===== src/rtl/addsub_pkg.sv =====
// Shared types and constants for the pipelined add/subtract block.
package addsub_pkg;

  typedef enum logic {
    OP_ADD = 1'b0,
    OP_SUB = 1'b1
  } op_e;

  typedef struct packed {
    logic ovf;
    logic neg;
    logic zero;
  } flags_t;

  localparam int unsigned FLAG_ZERO = 0;
  localparam int unsigned FLAG_NEG  = 1;
  localparam int unsigned FLAG_OVF  = 2;

  // Two's-complement overflow: operands agree in sign and the result does not.
  function automatic logic signed_ovf(input logic a_msb, input logic b_msb, input logic s_msb);
    return (a_msb == b_msb) && (s_msb != a_msb);
  endfunction

endpackage


===== src/rtl/addsub_slice.sv =====
// One SW-bit ripple slice of the segmented carry chain.
module addsub_slice #(
  parameter int unsigned SW = 16
) (
  input  logic [SW-1:0] i_a,
  input  logic [SW-1:0] i_b,
  input  logic          i_cin,
  output logic [SW-1:0] o_sum,
  output logic          o_cout
);

  // Full add of the slice including carry-in; carry-out is the extra top bit.
  always_comb begin
    {o_cout, o_sum} = {1'b0, i_a} + {1'b0, i_b} + {{SW{1'b0}}, i_cin};
  end

endmodule


===== src/rtl/pipelined_addsub.sv =====
// Pipelined WIDTH-bit adder/subtractor with the carry chain cut into STAGES
// slices. Stage k adds bits [k*SW +: SW]; operand bits not yet consumed travel
// with the partial sum. All stages advance together whenever the output
// register is empty or being consumed.
// Optional feature: define ADDSUB_FLAGS_EN to add the registered {ovf,neg,zero}
// flags output.
module pipelined_addsub
  import addsub_pkg::*;
#(
  parameter int unsigned WIDTH  = 32,
  parameter int unsigned STAGES = 2
) (
  input  logic             clk,
  input  logic             rst,
  input  logic             flush,
  input  logic             in_valid,
  output logic             in_ready,
  input  logic [WIDTH-1:0] a,
  input  logic [WIDTH-1:0] b,
  input  logic             sub,
  output logic             out_valid,
  input  logic             out_ready,
  output logic [WIDTH-1:0] sum,
  output logic             cout
`ifdef ADDSUB_FLAGS_EN
  ,
  output logic [2:0]       flags
`endif
);

  localparam int unsigned SW   = WIDTH / STAGES;
  localparam int unsigned LAST = STAGES - 1;

  logic             w_adv;
  logic             w_cin0;
  logic [WIDTH-1:0] w_b_eff;

  assign w_adv    = out_ready || !out_valid;
  assign in_ready = w_adv;
  assign w_cin0   = (op_e'(sub) == OP_SUB);
  assign w_b_eff  = w_cin0 ? ~b : b;

  // Each stage keeps only the operand bits still to be added, so the operand
  // registers shrink by SW per stage and the last stage carries none.
  for (genvar k = 0; k < STAGES; k++) begin : g_stage
    localparam int unsigned LO   = k * SW;
    localparam int unsigned DONE = LO + SW;

    logic [WIDTH-LO-1:0] w_a_src;
    logic [WIDTH-LO-1:0] w_b_src;
    logic                w_cin;
    logic                w_vin;
    logic [SW-1:0]       w_slice_sum;
    logic                w_slice_cout;
    logic [DONE-1:0]     w_sum_next;
    logic                r_v;
    logic                r_c;
    logic [DONE-1:0]     r_sum;

    if (k == 0) begin : g_head
      assign w_a_src    = a;
      assign w_b_src    = w_b_eff;
      assign w_cin      = w_cin0;
      assign w_vin      = in_valid;
      assign w_sum_next = w_slice_sum;
    end else begin : g_body
      assign w_a_src    = g_stage[k-1].g_ops.r_a;
      assign w_b_src    = g_stage[k-1].g_ops.r_b;
      assign w_cin      = g_stage[k-1].r_c;
      assign w_vin      = g_stage[k-1].r_v;
      assign w_sum_next = {w_slice_sum, g_stage[k-1].r_sum};
    end

    addsub_slice #(.SW(SW)) u_slice (
      .i_a    (w_a_src[SW-1:0]),
      .i_b    (w_b_src[SW-1:0]),
      .i_cin  (w_cin),
      .o_sum  (w_slice_sum),
      .o_cout (w_slice_cout)
    );

    // Stage valid, carry and partial sum; flush drops validity but keeps data.
    always_ff @(posedge clk or posedge rst) begin
      if (rst) begin
        r_v   <= 1'b0;
        r_c   <= 1'b0;
        r_sum <= '0;
      end else if (flush) begin
        r_v   <= 1'b0;
      end else if (w_adv) begin
        r_v   <= w_vin;
        r_c   <= w_slice_cout;
        r_sum <= w_sum_next;
      end
    end

    if (k < LAST) begin : g_ops
      logic [WIDTH-DONE-1:0] r_a;
      logic [WIDTH-DONE-1:0] r_b;

      // Forward the operand bits that later stages still need.
      always_ff @(posedge clk or posedge rst) begin
        if (rst) begin
          r_a <= '0;
          r_b <= '0;
        end else if (w_adv && !flush) begin
          r_a <= w_a_src[WIDTH-LO-1:SW];
          r_b <= w_b_src[WIDTH-LO-1:SW];
        end
      end
    end
  end

  assign out_valid = g_stage[LAST].r_v;
  assign sum       = g_stage[LAST].r_sum;
  assign cout      = g_stage[LAST].r_c;

`ifdef ADDSUB_FLAGS_EN
  flags_t w_flags_next;
  flags_t r_flags;

  // Flags derive from the final slice's operand MSBs and the completed sum.
  always_comb begin
    w_flags_next      = '0;
    w_flags_next.zero = (g_stage[LAST].w_sum_next == '0);
    w_flags_next.neg  = g_stage[LAST].w_sum_next[WIDTH-1];
    w_flags_next.ovf  = signed_ovf(g_stage[LAST].w_a_src[SW-1],
                                   g_stage[LAST].w_b_src[SW-1],
                                   g_stage[LAST].w_sum_next[WIDTH-1]);
  end

  // Flags register alongside the final stage so they stay aligned with sum.
  always_ff @(posedge clk or posedge rst) begin
    if (rst) begin
      r_flags <= '0;
    end else if (w_adv && !flush) begin
      r_flags <= w_flags_next;
    end
  end

  assign flags = r_flags;
`endif

endmodule


===== config.mk =====
export PLATFORM = sky130hd
export DESIGN_NAME = pipelined_addsub
export DESIGN_NICKNAME = d
export VERILOG_FILES = /design/src/rtl/addsub_pkg.sv /design/src/rtl/addsub_slice.sv /design/src/rtl/pipelined_addsub.sv
export SDC_FILE = /design/constraint.sdc
export NUM_CORES = 1
export LEC_CHECK = 0
export ABC_AREA = 1
export BUFFER_PORTS_ARGS = -buffer_cell sky130_fd_sc_hd__buf_2
export CORE_MARGIN = 2
export CORE_UTILIZATION = 27
export CTS_BUF_LIST = sky130_fd_sc_hd__clkbuf_4 sky130_fd_sc_hd__clkbuf_8
export DETAILED_ROUTE_END_ITERATION = 10
export MAX_ROUTING_LAYER = met4
export PLACE_DENSITY_LB_ADDON = 0.05
export SYNTH_ARGS = -nofsm -noshare
export SYNTH_HDL_FRONTEND = slang
export SYNTH_HIERARCHICAL = 1
export SYNTH_SLANG_ARGS = --single-unit

===== constraint.sdc =====
create_clock -name clk -period 2.4 [get_ports clk]
set_input_delay 0.12 -clock clk [delete_from_list [all_inputs] [get_ports clk]]
set_output_delay 0.12 -clock clk [all_outputs]
set_load 0.05 [all_outputs]

### Yosys cells after proc, flatten, opt, wreduce, memory -nomap -nowiden

Cells that the tools add are included.

| cells by class | value |
|---|---|
| $add $sub $neg | 4 |
| multiplexer cells | 5 |
| bitwise gates (word level) | 2 |
| reduce and logical (&&, ||, !) cells | 6 |

Operators by type and width:

| cell | count |
|---|---|
| $add A16 B16 Y17 | 2 |
| $add A17 B1 Y17 | 2 |
| $mux W32 | 1 |
| $not A32 Y32 | 1 |
| $mux W1 | 4 |
| $logic_not A1 Y1 | 2 |
| $reduce_and A2 Y1 | 1 |
| $reduce_bool A2 Y1 | 1 |
| $logic_and A1 B1 Y1 | 1 |
| $logic_or A1 B1 Y1 | 1 |
| $not A1 Y1 | 1 |

| storage, ports and cells | value |
|---|---|
| register bits after elaboration | 84 |
| output and inout bits | 35 |

### Longest topological paths before layout

Gate-level depths: netlist of run 1.

| logic depth | value |
|---|---|
| depth after elaboration | 4 |
| gate-level depth with buffers | 15 |
| gate-level depth less buffers | 13 |

### Hierarchy

Netlist of run 1, hierarchy kept.

Modules (own cells, without submodules):

| module | instances | cells an instance | area an instance (sq um) | seq. area each (sq um) |
|---|---|---|---|---|
| pipelined_addsub | 1 | 450 | 3723.6 | 2102.0 |
| addsub_slice (g_stage[1].u_slice) | 1 | 184 | 992.2 | 0.0 |
| addsub_slice (g_stage[0].u_slice) | 1 | 184 | 985.9 | 0.0 |

### Least setup slack after synthesis of run 1

Ideal clock, no wire load.

| timing | value |
|---|---|
| path type | in2reg |
| from | in sub |
| to | reg g_stage[0].r_sum[8] |
| library setup time | 0.116 ns |
| arrival | 2.063 ns |
| required time | 2.284 ns |
| setup slack | 0.220 ns |
| cell stages on the path | 13 |
| buffers on the path | 2 |
| path through | buf_2 > buf_2 > xor2_1 > fa_1 > fa_1 > nand2_1 > nand2_1 > and2_4 > nand2_1 > nand2_1 > xor2_1 > nand3_1 > nand2_1 |

| between the ends | value |
|---|---|
| word-level cells in the longest chain between the ends | 3 |

Ends and longest elaborated chain:

| item | line | text |
|---|---|---|
| from (decl) | pipelined_addsub.sv:20 | `input logic sub,` |
| $mux W32 | pipelined_addsub.sv:41 | `assign w_b_eff = w_cin0 ? ~b : b;` |
| named net g_stage[0].w_b_src[0] | pipelined_addsub.sv:50 | `logic [WIDTH-LO-1:0] w_b_src;` |
| $add A16 B16 Y17 | addsub_slice.sv:14 | `{o_cout, o_sum} = {1'b0, i_a} + {1'b0, i_b} + {{SW{1'b0}}, i_cin};` |
| $add A17 B1 Y17 | addsub_slice.sv:14 |  |
| named net g_stage[0].w_slice_sum[8] | pipelined_addsub.sv:53 | `logic [SW-1:0] w_slice_sum;` |
| to (signal assigned) | pipelined_addsub.sv:93 | `r_sum <= w_sum_next;` |
| to (decl) | pipelined_addsub.sv:58 | `logic [DONE-1:0] r_sum;` |

The timed path passes the listed nets, and every way through them passes these cells.
A chain may end at the register's enable or synchronous reset.

### Final worst setup path of run 1

| timing | value |
|---|---|
| from | reg g_stage[0].g_ops.r_a[0] |
| to | reg g_stage[1].r_c (netlist: cout) |

| between the ends | value |
|---|---|
| word-level cells in the longest chain between the ends | 2 |

Ends and longest elaborated chain:

| item | line | text |
|---|---|---|
| from (decl) | pipelined_addsub.sv:98 | `logic [WIDTH-DONE-1:0] r_a;` |
| from (signal assigned) | pipelined_addsub.sv:107 | `r_a <= w_a_src[WIDTH-LO-1:SW];` |
| $add A16 B16 Y17 | addsub_slice.sv:14 |  |
| $add A17 B1 Y17 | addsub_slice.sv:14 |  |
| named net g_stage[1].w_slice_cout | pipelined_addsub.sv:54 | `logic w_slice_cout;` |
| to (signal assigned) | pipelined_addsub.sv:92 | `r_c <= w_slice_cout;` |
| to (decl) | pipelined_addsub.sv:57 | `logic r_c;` |

The timed path passes the listed nets, and every way through them passes these cells.

==> results.yml, run 1 <==
status:
  status: "completed"
die:
  pin_count: 105
  row_count: 53
  core_area_um2: 20890
  die-area_um2: 22300
  fp.dieH_um: 149.3
  die_x_um: 149.3
  initial_utilization: 0.2730
worst_setup_path:
  slowest_stage: "fa_1"
  worst_path_largest_cell_delay_ns: 0.47
  arrival_ns: 2.40
  crit_chain: "fa_1 -> fa_1 -> nand2_1 -> nand2_1 -> and2_4 -> nand3_2 -> nand3_2 -> nand2_1 -> nand2_1 -> nand3_1 -> nand2_1"
  cp_top_family: "adder cells"
  critical_path_peak_fanout: 3
  crit_required_ns: 2.66
  end_kind: "flop"
  critical_path_class: "flop to flop"
  path_buf_inv: 0
  startpoint_type: "flop"
  crit_path_frequent_cell: "nand2_1"
pwr:
  p_per_area_nw_per_um2: 739.7
  vdd_drop_max_uv: 227.8
  cellLeakagePower_nw: 4.058
  finalPower_mw: 5.094
clocking:
  insertion_delay_ns: 0.37
  cts_root_buf: "clkbuf_8"
  cts_setup_buffers: 0
  clkSinkCount: 84
  cts_tree: "built"
  path_clk_slew_ns: 0.09
  cts_buffer_depth: 2
  cts_buffers: 9
  cts_resized: 0
  cts_htree_levels: 3
timing:
  drv_slew: 0
  hold_violations: 0
  whs_ns: 0.04960
  fin_worst_skew_ns: 0.01117
  period_needed_ns: 2.133
  rsz0062_at_grt: "false"
  slew_headroom: 0.4716
  tightestPinTransition_ns: 0.7926
  fin_setup_tns_ns: 0
  fmax_mhz: 468.7
  period_share: 0.8889
  setup_viol: 0
run:
  drv_cap: 0
route:
  wl_per_cell_um: 12.75
  wirelength_mm: 15.47
  drt.antenna.violating_nets: 0
  vias: 5054
  drt_iter0_drc: 223
  drc_errors: 0
  detail_route.vias_per_cell: 4.163
  dr.pass1.iters: 4
place:
  place_hpwl_mm: 11.43
  gp_congestion: 0.7679
  dpl_cell_area_um2: 6509
  port_buffers: 104
finish:
  final_nets: 1038
  fin_util: 0.3297
  finalInstanceArea_um2: 6887
  layout-drive-gt1-share: 0.1896
  multiInputGateArea_um2: 3068
  syn2layout_area_growth_pct: 20.78
  seq_area_um2: 2102
  nFillCells: 2343
  num_antenna_cells: 0
yosys:
  syn_nets: 922
  synth.distinct_cells: 28
  synth_area_per_cell_um2: 6.970
  syn-cell-area_um2: 5702
  yosysSeqAreaShare: 0.3687
  synth-seq-cells: 84
  yosys_warnings: 6
  synth_cells: 818
global_route:
  grt.total_usage: 0.1530
  grt_use_met1: 0.2188
  antenna_found_initial: 0
  grt_pass1_wl_mm: 26.23
  grt_pass1_vias: 5204
  busiest_layer: "met2"
  globalRouteOverflowTotal: 0
  use_met3: 0.02018
  grt_use_met2: 0.2258
  grt_max_degree: 70
worst_hold_path:
  hold_path.class: "input port to flop"
cells in the final DEF, fill, tap and decap left out, types with 4 or more instances in the layout:
cell type / instances
buf_4: 7
nand2_2: 18
xor2_1: 28
nor3_2: 6
nand3b_1: 4
a21oi_1: 14
clkinv_2: 4
dlygate4sd3_1: 19
nand3_1: 81
or2_1: 4
inv_2: 12
inv_1: 83
nand3_2: 4
buf_2: 104
nand2_1: 383
clkbuf_8: 12
fa_1: 4
ha_1: 30
nor2_1: 18
dfrtp_1: 84
registers in the layout, indices dropped and copies added (netlist names):
| register | count |
|---|---|
| cout | 1 |
| g_stage.g_ops.r_a | 16 |
| g_stage.g_ops.r_b | 16 |
| g_stage.r_c | 1 |
| g_stage.r_sum | 16 |
| g_stage.r_v | 1 |
| out_valid | 1 |
| sum | 32 |
worst paths after layout:
path / from / end / slack [ns] / cells after the start
worst max-delay path: g_stage[0].g_ops.r_a[0]$_DFFE_PP0P_ / cout$_DFFE_PP0P_ / 0.27 / 11
worst min-delay path: b[24] / g_stage[0].g_ops.r_b[8]$_DFFE_PP0P_ / 0.05 / 5
worst max register to register: g_stage[0].g_ops.r_a[0]$_DFFE_PP0P_ / cout$_DFFE_PP0P_ / 0.27 / 11
worst min register to register: sum[16]$_DFFE_PP0P_ / sum[16]$_DFFE_PP0P_ / 0.47 / 2
max in group asynchronous: rst / sum[5]$_DFFE_PP0P_ / 1.30 / 5
min in group asynchronous: rst / sum[19]$_DFFE_PP0P_ / 0.31 / 3
synthesized netlist by cell type:
cell / number / area share
nor3_1: 2 / 0.0018
a21oi_2: 2 / 0.0031
nand2_4: 1 / 0.0020
or2_1: 4 / 0.0044
clkbuf_1: 3 / 0.0020
o21ai_1: 1 / 0.00088
ha_1: 30 / 0.066
nand2_1: 383 / 0.25
xnor2_1: 2 / 0.0031
nand4_1: 2 / 0.0022
nor3_2: 6 / 0.011
buf_6: 4 / 0.0079
xor2_1: 28 / 0.043
nand2_2: 18 / 0.020
inv_2: 12 / 0.0079
nand3_1: 81 / 0.071
buf_2: 17 / 0.015
fa_1: 4 / 0.014
nand3b_1: 4 / 0.0053
nand3_2: 4 / 0.0070
inv_1: 84 / 0.055
and2_4: 2 / 0.0031
nor2_1: 18 / 0.012
a21oi_1: 14 / 0.012
o21bai_1: 2 / 0.0026
dfrtp_1: 84 / 0.37
nor2_2: 2 / 0.0022
buf_4: 4 / 0.0053
stage by stage:
step / cells / setup WS [ns]
after detailed placement: 1179 / 0.2426
after global routing: 1214 / 0.1237
after CTS: 1214 / 0.2349
final: 1214 / 0.2666
after global placement: 1179 / 0.2545
after floorplan: 818 / 0.1149
per-layer routing:
layer / wire length [µm] / vias up
met1: 8389 / 2221
li1: - / 2738
met4: 178 / 0
met3: 517 / 11
met2: 6389 / 84
met5: 0 / -
what timing repair did:
action,CTS,global route
hold buffers,19,0
hold endpoints to repair,46,0
setup endpoints to repair,0,0
worst register-to-register path: cells and delay by family, from the launching register on:
kind                       cells  cell delay, ns
adders and majority gates      2            0.89
and+or+nand+nor                9            0.73
DFF                            1            0.40
kinds of logic after synthesis:
logic type,share of synthesized area
fa+ha+maj,0.07988
simple gates,0.3932
xor+xnor,0.04608
flops,0.3687
compound gates,0.01887
buf+inv,0.09326
where the power goes:
group	total, mW	internal [mW]	switching (mW)
clock	1.00	0.457	0.548
combinational	2.19	0.676	1.52
sequential	1.90	1.71	0.191
total	5.09	2.84	2.26
final cells by class:
cell class / instances / share of cell area
Inverter: 96 / 0.05251
Clock buffer: 12 / 0.02398
Sequential cell: 84 / 0.3052
Tap cell: 275 / 0.04996
Multi-Input combinational cell: 610 / 0.4455
Clock inverter: 4 / 0.003270
Timing Repair Buffer: 133 / 0.1195
Power figures use the tool's default switching activity.
==> inputs of run 2 (changes only) <==
BUFFER_PORTS_ARGS = -buffer_cell sky130_fd_sc_hd__buf_4   (was -buffer_cell sky130_fd_sc_hd__buf_2)
==> results.yml, run 2 (synthesized netlist as in run 1, its figures left out) <==
timing:
  fin_worst_skew_ns: 0.01161
  fin_setup_tns_ns: 0
  slew_headroom: 0.4706
  whs_ns: 0.04657
  fmax_mhz: 466.6
  tightestPinTransition_ns: 0.7941
  period_needed_ns: 2.143
  drv_slew: 0
  hold_violations: 0
  rsz0062_at_grt: "false"
  period_share: 0.8930
  setup_viol: 0
pwr:
  p_per_area_nw_per_um2: 729.9
  cellLeakagePower_nw: 4.116
  vdd_drop_max_uv: 309.9
die:
  fp.dieH_um: 149.3
  pin_count: 105
  initial_utilization: 0.2730
  die_x_um: 149.3
  row_count: 53
  die-area_um2: 22300
  core_area_um2: 20890
worst_setup_path:
  critical_path_class: "flop to flop"
  arrival_ns: 2.41
  end_kind: "flop"
  crit_required_ns: 2.66
  critical_path_peak_fanout: 3
  startpoint_type: "flop"
clocking:
  cts_htree_levels: 3
  cts_setup_buffers: 0
  cts_buffers: 9
  cts_root_buf: "clkbuf_8"
  clkSinkCount: 84
  cts_tree: "built"
  insertion_delay_ns: 0.36
  cts_buffer_depth: 2
  path_clk_slew_ns: 0.09
route:
  dr.pass1.iters: 4
  drt.antenna.violating_nets: 0
  vias: 5086
  drc_errors: 0
  drt_iter0_drc: 210
  wl_per_cell_um: 12.77
  detail_route.vias_per_cell: 4.196
  wirelength_mm: 15.48
run:
  drv_cap: 0
place:
  place_hpwl_mm: 11.26
  port_buffers: 104
  gp_congestion: 0.7461
finish:
  largest_register_ffs: 32
  num_antenna_cells: 0
  layout-drive-gt1-share: 0.1878
  final_cell_mix: "383 x nand2_1, 109 x buf_4, 84 x dfrtp_1"
  fin_util: 0.3412
  final_nets: 1036
  syn2layout_area_growth_pct: 24.99
  final_common_cell: "nand2_1"
worst_hold_path:
  hold_path.class: "input port to flop"
global_route:
  antenna_found_initial: 0
  grt_max_degree: 85
  grt_pass1_vias: 5102
  grt.total_usage: 0.1520
  globalRouteOverflowTotal: 0
  grt_pass1_wl_mm: 25.99
status:
  status: "completed"
==> run 2: final cells by class <==
type                       count  area (µm²)
inverter                      96       361.6
tap                          275       344.1
timing repair buffer         131        1069
clock buffer                  13       160.2
clock inverter                 3       22.52
fill                        2354       13760
multi-input combinational    610        3068
sequential                    84        2102
==> run 2: critical path: stages, from the launching register on <==
cell,delay [ns]
dfrtp_1,0.44
fa_1,0.43
fa_1,0.43
nand2_1,0.09
nand2_1,0.08
nand3b_1,0.11
nand2_2,0.08
nand2_1,0.09
nand2_1,0.06
nand2_1,0.06
nand2_1,0.04
nand3_1,0.07
nand2_1,0.06
==> run 2: where the power goes <==
group          switching, mW  internal, mW  leakage [nW]  total (mW)
clock network          0.536         0.440        0.0861       0.976
logic                   1.52         0.799          2.99        2.32
registers              0.201          1.71          1.04        1.91
==> run 2: path summary, 6_finish.rpt <==
check | cells after the start | endpoint | slack, ns | startpoint
worst min register to register | 2 | g_stage[0].r_sum[10]$_DFFE_PP0P_ | 0.48 | g_stage[0].r_sum[10]$_DFFE_PP0P_
min in group asynchronous | 4 | sum[18]$_DFFE_PP0P_ | 0.42 | rst
worst max register to register | 12 | sum[30]$_DFFE_PP0P_ | 0.26 | g_stage[0].r_c$_DFFE_PP0P_
worst min-delay path | 5 | g_stage[0].g_ops.r_b[8]$_DFFE_PP0P_ | 0.05 | b[24]
worst max-delay path | 12 | sum[30]$_DFFE_PP0P_ | 0.26 | g_stage[0].r_c$_DFFE_PP0P_
max in group asynchronous | 4 | g_stage[0].r_sum[0]$_DFFE_PP0P_ | 1.64 | rst
==> run 2: what timing repair did <==
item | in CTS | in global routing
hold endpoints to repair | 102 | 0
hold buffers | 19 | 0
gates resized for setup | 0 | 0
==> run 2: per-stage QoR <==
step	instance area [µm²]	setup slack (ns)	cells	power, mW
floorplan	5702	0.1149	818	3.538
global placement	6754	0.2615	1177	4.273
detailed placement	6754	0.2353	1177	4.265
CTS	7127	0.2313	1212	5.297
global route	7127	0.09897	1212	5.635
finish	7127	0.2567	1212	5.202
==> run 2: routing by layer <==
metal  vias up  routed length, µm  global-route usage
met5         -                  0                   -
met4         0                118             0.03429
met3         7                584             0.02355
met2        87               6535              0.2226
met1      2257               8240              0.2206
li1       2735                  -                   -
